File: src/rtl/linear_proj_out_collector_pkg.sv
// Shared types and width helpers for the linear-projection output collector.
package linear_proj_out_collector_pkg;

  localparam int unsigned DEF_WIDTH      = 16;
  localparam int unsigned DEF_BLOCK_SIZE = 2;
  localparam int unsigned DEF_COL_Y      = 2;
  localparam int unsigned DEF_MAX_ROWS   = 16;

  typedef enum logic [1:0] {
    S_EMPTY   = 2'd0,
    S_FILLING = 2'd1,
    S_FULL    = 2'd2
  } slot_state_e;

  function automatic int unsigned blk_bits(input int unsigned width, input int unsigned bs);
    return bs * bs * width;
  endfunction

  function automatic int unsigned row_bits(input int unsigned width, input int unsigned bs,
                                           input int unsigned col_y);
    return col_y * bs * bs * width;
  endfunction

endpackage

File: src/rtl/linear_proj_out_collector_row_slot.sv
// One row buffer slot: column storage, per-column write decode and slot state.
// Exposes its next-state view so the parent can register outputs with no extra latency.
module linear_proj_out_collector_row_slot
  import linear_proj_out_collector_pkg::*;
#(
  parameter int unsigned BLK_W = 64,
  parameter int unsigned COL_Y = 2,
  parameter int unsigned IDX_W = 5,
  localparam int unsigned COL_W = $clog2(COL_Y),
  localparam int unsigned ROW_W = COL_Y * BLK_W
) (
  input  logic              clk,
  input  logic              rst,
  input  logic              wr_en,
  input  logic              clear,
  input  logic [COL_W-1:0]  col,
  input  logic [BLK_W-1:0]  blk,
  input  logic [IDX_W-1:0]  row_idx,
  output slot_state_e       state,
  output slot_state_e       state_nxt_c,
  output logic [ROW_W-1:0]  row_nxt_c,
  output logic [IDX_W-1:0]  idx_nxt_c
);

  slot_state_e        state_q;
  logic [ROW_W-1:0]   row_q;
  logic [IDX_W-1:0]   idx_q;
  logic               last;

  assign state = state_q;
  assign last  = (col == COL_W'(COL_Y - 1));

  // Writes are only honoured while the slot still has room.
  always_comb begin
    state_nxt_c = state_q;
    row_nxt_c   = row_q;
    idx_nxt_c   = idx_q;
    if (clear) begin
      state_nxt_c = S_EMPTY;
    end else if (wr_en && (state_q != S_FULL)) begin
      for (int c = 0; c < int'(COL_Y); c++) begin
        if (col == COL_W'(c)) row_nxt_c[c*BLK_W +: BLK_W] = blk;
      end
      idx_nxt_c   = row_idx;
      state_nxt_c = last ? S_FULL : S_FILLING;
    end
  end

  always_ff @(posedge clk or posedge rst) begin
    if (rst) begin
      state_q <= S_EMPTY;
      row_q   <= '0;
      idx_q   <= '0;
    end else begin
      state_q <= state_nxt_c;
      row_q   <= row_nxt_c;
      idx_q   <= idx_nxt_c;
    end
  end

endmodule

File: src/rtl/linear_proj_out_collector.sv
// Assembles COL_Y result blocks into rows, double-buffered, with valid/ready output.
// Define LINEAR_PROJ_OUT_OVERFLOW_EN to expose the sticky `overflow` drop flag.
module linear_proj_out_collector
  import linear_proj_out_collector_pkg::*;
#(
  parameter int unsigned WIDTH      = DEF_WIDTH,
  parameter int unsigned BLOCK_SIZE = DEF_BLOCK_SIZE,
  parameter int unsigned COL_Y      = DEF_COL_Y,
  parameter int unsigned MAX_ROWS   = DEF_MAX_ROWS,
  localparam int unsigned BLK_W = blk_bits(WIDTH, BLOCK_SIZE),
  localparam int unsigned ROW_W = row_bits(WIDTH, BLOCK_SIZE, COL_Y),
  localparam int unsigned IDX_W = $clog2(MAX_ROWS + 1),
  localparam int unsigned COL_W = $clog2(COL_Y)
) (
  input  logic              clk,
  input  logic              rst,
  input  logic              in_valid,
  input  logic [BLK_W-1:0]  in_data,
  output logic              out_valid,
  input  logic              out_ready,
  output logic [ROW_W-1:0]  out_data,
  output logic [IDX_W-1:0]  out_row_idx,
  output logic              busy,
  output logic              done
`ifdef LINEAR_PROJ_OUT_OVERFLOW_EN
  ,
  output logic              overflow
`endif
);

  slot_state_e        state     [2];
  slot_state_e        state_nxt [2];
  logic [ROW_W-1:0]   row_nxt   [2];
  logic [IDX_W-1:0]   idx_nxt   [2];

  logic               wr_slot, wr_slot_d;
  logic               rd_slot, rd_slot_d;
  logic [COL_W-1:0]   col_cnt, col_cnt_d;
  logic [IDX_W-1:0]   row_cnt, row_cnt_d;
  logic [IDX_W-1:0]   acc_cnt, acc_cnt_d;
  logic               done_d;
  logic               out_valid_d;
  logic [ROW_W-1:0]   out_data_d;
  logic [IDX_W-1:0]   out_row_idx_d;
  logic               busy_d;
  logic               active, wr_full, take, accept, last;

  assign active  = in_valid && !done;
  assign wr_full = (state[wr_slot] == S_FULL);
  assign take    = active && !wr_full;
  assign accept  = out_valid && out_ready;
  assign last    = (col_cnt == COL_W'(COL_Y - 1));

  for (genvar s = 0; s < 2; s++) begin : g_slot
    linear_proj_out_collector_row_slot #(
      .BLK_W (BLK_W),
      .COL_Y (COL_Y),
      .IDX_W (IDX_W)
    ) u_slot (
      .clk         (clk),
      .rst         (rst),
      .wr_en       (take && (wr_slot == 1'(s))),
      .clear       (accept && (rd_slot == 1'(s))),
      .col         (col_cnt),
      .blk         (in_data),
      .row_idx     (row_cnt),
      .state       (state[s]),
      .state_nxt_c (state_nxt[s]),
      .row_nxt_c   (row_nxt[s]),
      .idx_nxt_c   (idx_nxt[s])
    );
  end

  // Pointer/counter update; outputs are registered from the slots' next-state view.
  always_comb begin
    wr_slot_d = wr_slot;
    rd_slot_d = rd_slot;
    col_cnt_d = col_cnt;
    row_cnt_d = row_cnt;
    acc_cnt_d = acc_cnt;
    done_d    = done;
    if (take) begin
      if (last) begin
        col_cnt_d = '0;
        wr_slot_d = ~wr_slot;
        row_cnt_d = row_cnt + IDX_W'(1);
      end else begin
        col_cnt_d = col_cnt + COL_W'(1);
      end
    end
    if (accept) begin
      rd_slot_d = ~rd_slot;
      acc_cnt_d = acc_cnt + IDX_W'(1);
      if (acc_cnt == IDX_W'(MAX_ROWS - 1)) done_d = 1'b1;
    end
    out_valid_d   = !done_d && (state_nxt[rd_slot_d] == S_FULL);
    out_data_d    = row_nxt[rd_slot_d];
    out_row_idx_d = idx_nxt[rd_slot_d];
    busy_d        = (state_nxt[0] != S_EMPTY) || (state_nxt[1] != S_EMPTY);
  end

  always_ff @(posedge clk or posedge rst) begin
    if (rst) begin
      wr_slot     <= 1'b0;
      rd_slot     <= 1'b0;
      col_cnt     <= '0;
      row_cnt     <= '0;
      acc_cnt     <= '0;
      done        <= 1'b0;
      out_valid   <= 1'b0;
      out_data    <= '0;
      out_row_idx <= '0;
      busy        <= 1'b0;
    end else begin
      wr_slot     <= wr_slot_d;
      rd_slot     <= rd_slot_d;
      col_cnt     <= col_cnt_d;
      row_cnt     <= row_cnt_d;
      acc_cnt     <= acc_cnt_d;
      done        <= done_d;
      out_valid   <= out_valid_d;
      out_data    <= out_data_d;
      out_row_idx <= out_row_idx_d;
      busy        <= busy_d;
    end
  end

`ifdef LINEAR_PROJ_OUT_OVERFLOW_EN
  // Sticky: first block arriving while both slots are full.
  always_ff @(posedge clk or posedge rst) begin
    if (rst) overflow <= 1'b0;
    else if (active && wr_full) overflow <= 1'b1;
  end
`endif

endmodule
File: config.mk
export PLATFORM = sky130hd
export DESIGN_NAME = linear_proj_out_collector
export DESIGN_NICKNAME = d
export VERILOG_FILES = /design/src/rtl/linear_proj_out_collector_pkg.sv /design/src/rtl/linear_proj_out_collector_row_slot.sv /design/src/rtl/linear_proj_out_collector.sv
export SDC_FILE = /design/constraint.sdc
export NUM_CORES = 1
export LEC_CHECK = 0
export CAP_MARGIN = 0
export CORE_MARGIN = 5
export CORE_UTILIZATION = 40
export CTS_CLUSTER_SIZE = 14
export DETAILED_ROUTE_END_ITERATION = 12
export GPL_TIMING_DRIVEN = 0
export PLACE_DENSITY = 0.64
export SLEW_MARGIN = 20
export SYNTH_ARGS = -nofsm -noshare
export SYNTH_HDL_FRONTEND = slang
export SYNTH_SLANG_ARGS = --single-unit
File: constraint.sdc
create_clock -name clk -period 30.4 [get_ports clk]
set_input_delay 6.08 -clock clk [delete_from_list [all_inputs] [get_ports clk]]
set_output_delay 6.08 -clock clk [all_outputs]
set_load 0.02 [all_outputs]
==> results.sh <==
export IMPL_post_drt_wl_per_cell_um=20.3
export IMPL_route_antenna_remaining_nets=0
export IMPL_finalCritPeriodShare_pct=27.7
export IMPL_overall_track_demand_over_capacity_in_global_routing_pct=19.2
export IMPL_initial_utilization_pct=40.5
export IMPL_post_synth_main_area_contributors="sky130_fd_sc_hd__dfrtp_1, sky130_fd_sc_hd__mux2_2, sky130_fd_sc_hd__o22ai_1"
export IMPL_relSlewSlack_pct=30.0
export IMPL_fin_ws_ns=21.99
export IMPL_path_buf_inv=4
export IMPL_die_y_um=211
export IMPL_synth_yosys_seq_area_share_pct=65.1
export IMPL_cts_repair_resized=0
export IMPL_core_area_um2=39800
export IMPL_buffer_ports_inserted=203
export IMPL_final_hold_violation_count=0
export IMPL_vias=11400
export IMPL_crit_path_cell_trace="clkdlybuf4s50_1 > nand2_1 > inv_1 > ha_1 > buf_2 > mux2i_2 > buf_2 > a21oi_1"
export IMPL_status="complete, no violations"
export IMPL_die_outline_area_um2=44400
export IMPL_critPathMaxStageDelay_ns=0.89
export IMPL_place_congestion=0.797
export IMPL_hold_path_class="register to register"
export IMPL_leakagePower_nw=8.96
export IMPL_place_detailed_hpwl_um=28300
export IMPL_cts_setup_buffers=0
export IMPL_synth_top_cells_by_count="sky130_fd_sc_hd__dfrtp_1, sky130_fd_sc_hd__nand2_1, sky130_fd_sc_hd__mux2_2"
export IMPL_fin_crit_ns=8.42
export IMPL_finish_utilization_pct=51.1
export IMPL_gr_total_overflow=0
export IMPL_post_drt_via_cell_ratio=5.35
export IMPL_ctsRootBufferMaster="sky130_fd_sc_hd__clkbuf_16"
export IMPL_antenna_found_initial=2
export IMPL_drive_gt1_share_pct=18.4
export IMPL_clock_skew_final_ns=0.0194
export IMPL_place_ws_ns=21.30
export IMPL_worst_slew_pin_transition_ns=1.05
export IMPL_synth_distinct_cells=40
export IMPL_synth_top_area_share_pct=65.1
export IMPL_filler_cell_count=3517
export IMPL_die_width_um=211
export IMPL_timing_critical_path_arrival_ns=8.84
export IMPL_cts_sink_count=419
export IMPL_cts_buffers=44
export IMPL_detail_route_wirelength_um=43200
export IMPL_highest_clock_rate_ghz=0.119
export IMPL_postSynth_topFlopCell="sky130_fd_sc_hd__dfrtp_1"
export IMPL_cts_max_path_buffers=3
export IMPL_final_max_slew_viol_count=0
export IMPL_grt_pass1_vias=11900
export IMPL_worst_path_max_delay_cell="sky130_fd_sc_hd__mux2i_2"
export IMPL_vdd_ir_drop_max_mv=0.0591
export IMPL_synth_area_um2=16100
export IMPL_register_bit_count_reported_by_yosys=419
export IMPL_number_of_enable_flip_flop_cells_after_synthesis=0
export IMPL_path_common_cell="sky130_fd_sc_hd__buf_2"
export IMPL_detail_route_first_pass_iterations=5
export IMPL_timing_critical_path_max_delay_family="buffers and inverters"
export IMPL_post_synth_inst_count=1321
export IMPL_power_density_nw_per_um2=129
export IMPL_synthToLayoutAreaGrowth_pct=26.2
export IMPL_drc_violations_left=0
export IMPL_worst_ep_required_time_ns=30.82
export IMPL_yosys_warnings=0
export IMPL_htreeDepth=2
export IMPL_setup_worst_path_end_class="register"
export IMPL_startpoint_type="input port"
export IMPL_synth_net_count=1394
export IMPL_synthArstFlopShare_pct=100
export IMPL_drt_first_iter_violations=599
export IMPL_ios=204
export IMPL_final_net_count=1647
export IMPL_floorplan_rows=73
export IMPL_synthDominantAreaCellType="sky130_fd_sc_hd__dfrtp_1"
export IMPL_grt_setup_unrepaired="false"
export IMPL_maxCapViolations=0
export IMPL_final_setup_violation_count=0
export IMPL_clkTransAtPathRegs_ns=0.06
export IMPL_avgSynthCellArea_um2=12.2
export IMPL_crit_type="input port to register"
export IMPL_worst_skew_pair_late_latency_ns=0.56
export IMPL_largest_net_degree_at_the_start_of_global_routing=113
export IMPL_path_max_fanout=10
export IMPL_yosysMostFrequentCell="sky130_fd_sc_hd__dfrtp_1"
export IMPL_holdBufCountCts=0
export IMPL_tritoncts="done"
export IMPL_totalNegativeSetupSlack_ns=0
export IMPL_first_pass_grt_wire_length_um=67900
==> stage by stage <==
| stage | total power, W | std cells | hold WS (ns) | instance area (µm²) |
|---|---|---|---|---|
| after CTS | 0.00265 | 2126 | 0.475 | 20300 |
| after detailed placement | 0.00211 | 2053 | 0.460 | 18900 |
| after global placement | 0.00208 | 2049 | 0.454 | 18800 |
| final | 0.00262 | 2128 | 0.473 | 20300 |
| after global routing | 0.00278 | 2128 | 0.485 | 20300 |
| after floorplan | 0.00165 | 1321 | 0.438 | 16100 |
==> kinds of logic after synthesis <==
group,Yosys count,share of synthesized area [%]
adder cells (fa/ha/maj),5,0.388
XOR/XNOR,8,0.435
flip-flops,419,65.1
AND/OR/NAND/NOR,176,4.86
multiplexers,144,10.2
buffers and inverters,164,4.64
AO/OA/AOI/OAI,405,14.4
==> sequential cells by signal, indices dropped and copies added, names as in the netlist, 4 cells and up <==
register / count
out_data: 128
g_slot.u_slot.state: 4
g_slot.u_slot.row_q: 256
g_slot.u_slot.idx_q: 10
acc_cnt: 5
row_cnt: 5
out_row_idx: 5
==> area by class of cell <==
class                      instances  area [µm²]  area share (%)
inverter                          72         278            1.37
clock inverter                     7        96.3           0.474
clock buffer                      66        1320            6.47
buffer                            92         478            2.35
sequential                       419       10500            51.6
multi-input combinational        738        4880            24.0
tap                              525         657            3.23
antenna                            2        5.00          0.0246
timing repair buffer             207        2140            10.5
==> per-layer routing <==
layer  wire length (µm)  GRT usage (%)  part of all wire, %  vias to the layer above
met1              18300           25.7                   42                     5822
li1                   -              -                    -                     5175
met4               1120           6.30                  2.6                        0
met5                  0              0                    0                        -
met2              21600           32.3                   50                      316
met3               2130           3.30                  4.9                       75
==> worst paths after layout <==
| check | start | slack (ns) | cells after the start | end |
|---|---|---|---|---|
| setup / recovery | out_ready | 21.99 | 8 | out_data[126]$_DFF_PP0_ |
| hold / removal | acc_cnt[3]$_DFFE_PP0N_ | 0.47 | 1 | acc_cnt[3]$_DFFE_PP0N_ |
| setup reg to reg | out_valid$_DFF_PP0_ | 27.54 | 7 | out_data[126]$_DFF_PP0_ |
| hold reg to reg | acc_cnt[3]$_DFFE_PP0N_ | 0.47 | 1 | acc_cnt[3]$_DFFE_PP0N_ |
| max in group asynchronous | rst | 23.25 | 4 | out_data[121]$_DFF_PP0_ |
| min in group asynchronous | rst | 5.90 | 2 | g_slot[0].u_slot.row_q[22]$_DFF_PP0_ |
==> power by group <==
part           total (W)  switching [W]  internal (W)
Clock           0.000524       0.000210      0.000314
Combinational    0.00113       0.000638      0.000487
Sequential      0.000972       0.000129      0.000843
Total            0.00262       0.000977       0.00164
==> layout by cell type, fill, tap and decap left out, drive strengths merged, types with 5 or more instances in the layout <==
| cell type | instances |
|---|---|
| a31oi | 65 |
| o21ai | 131 |
| dfrtp | 419 |
| ha | 5 |
| xnor2 | 7 |
| nand2 | 141 |
| o22ai | 129 |
| clkbuf | 87 |
| clkinv | 5 |
| inv | 72 |
| mux2 | 142 |
| buf | 75 |
| nor2 | 12 |
| a21oi | 69 |
| clkdlybuf4s50 | 203 |
No activity file was read; power rests on OpenSTA's default activity.
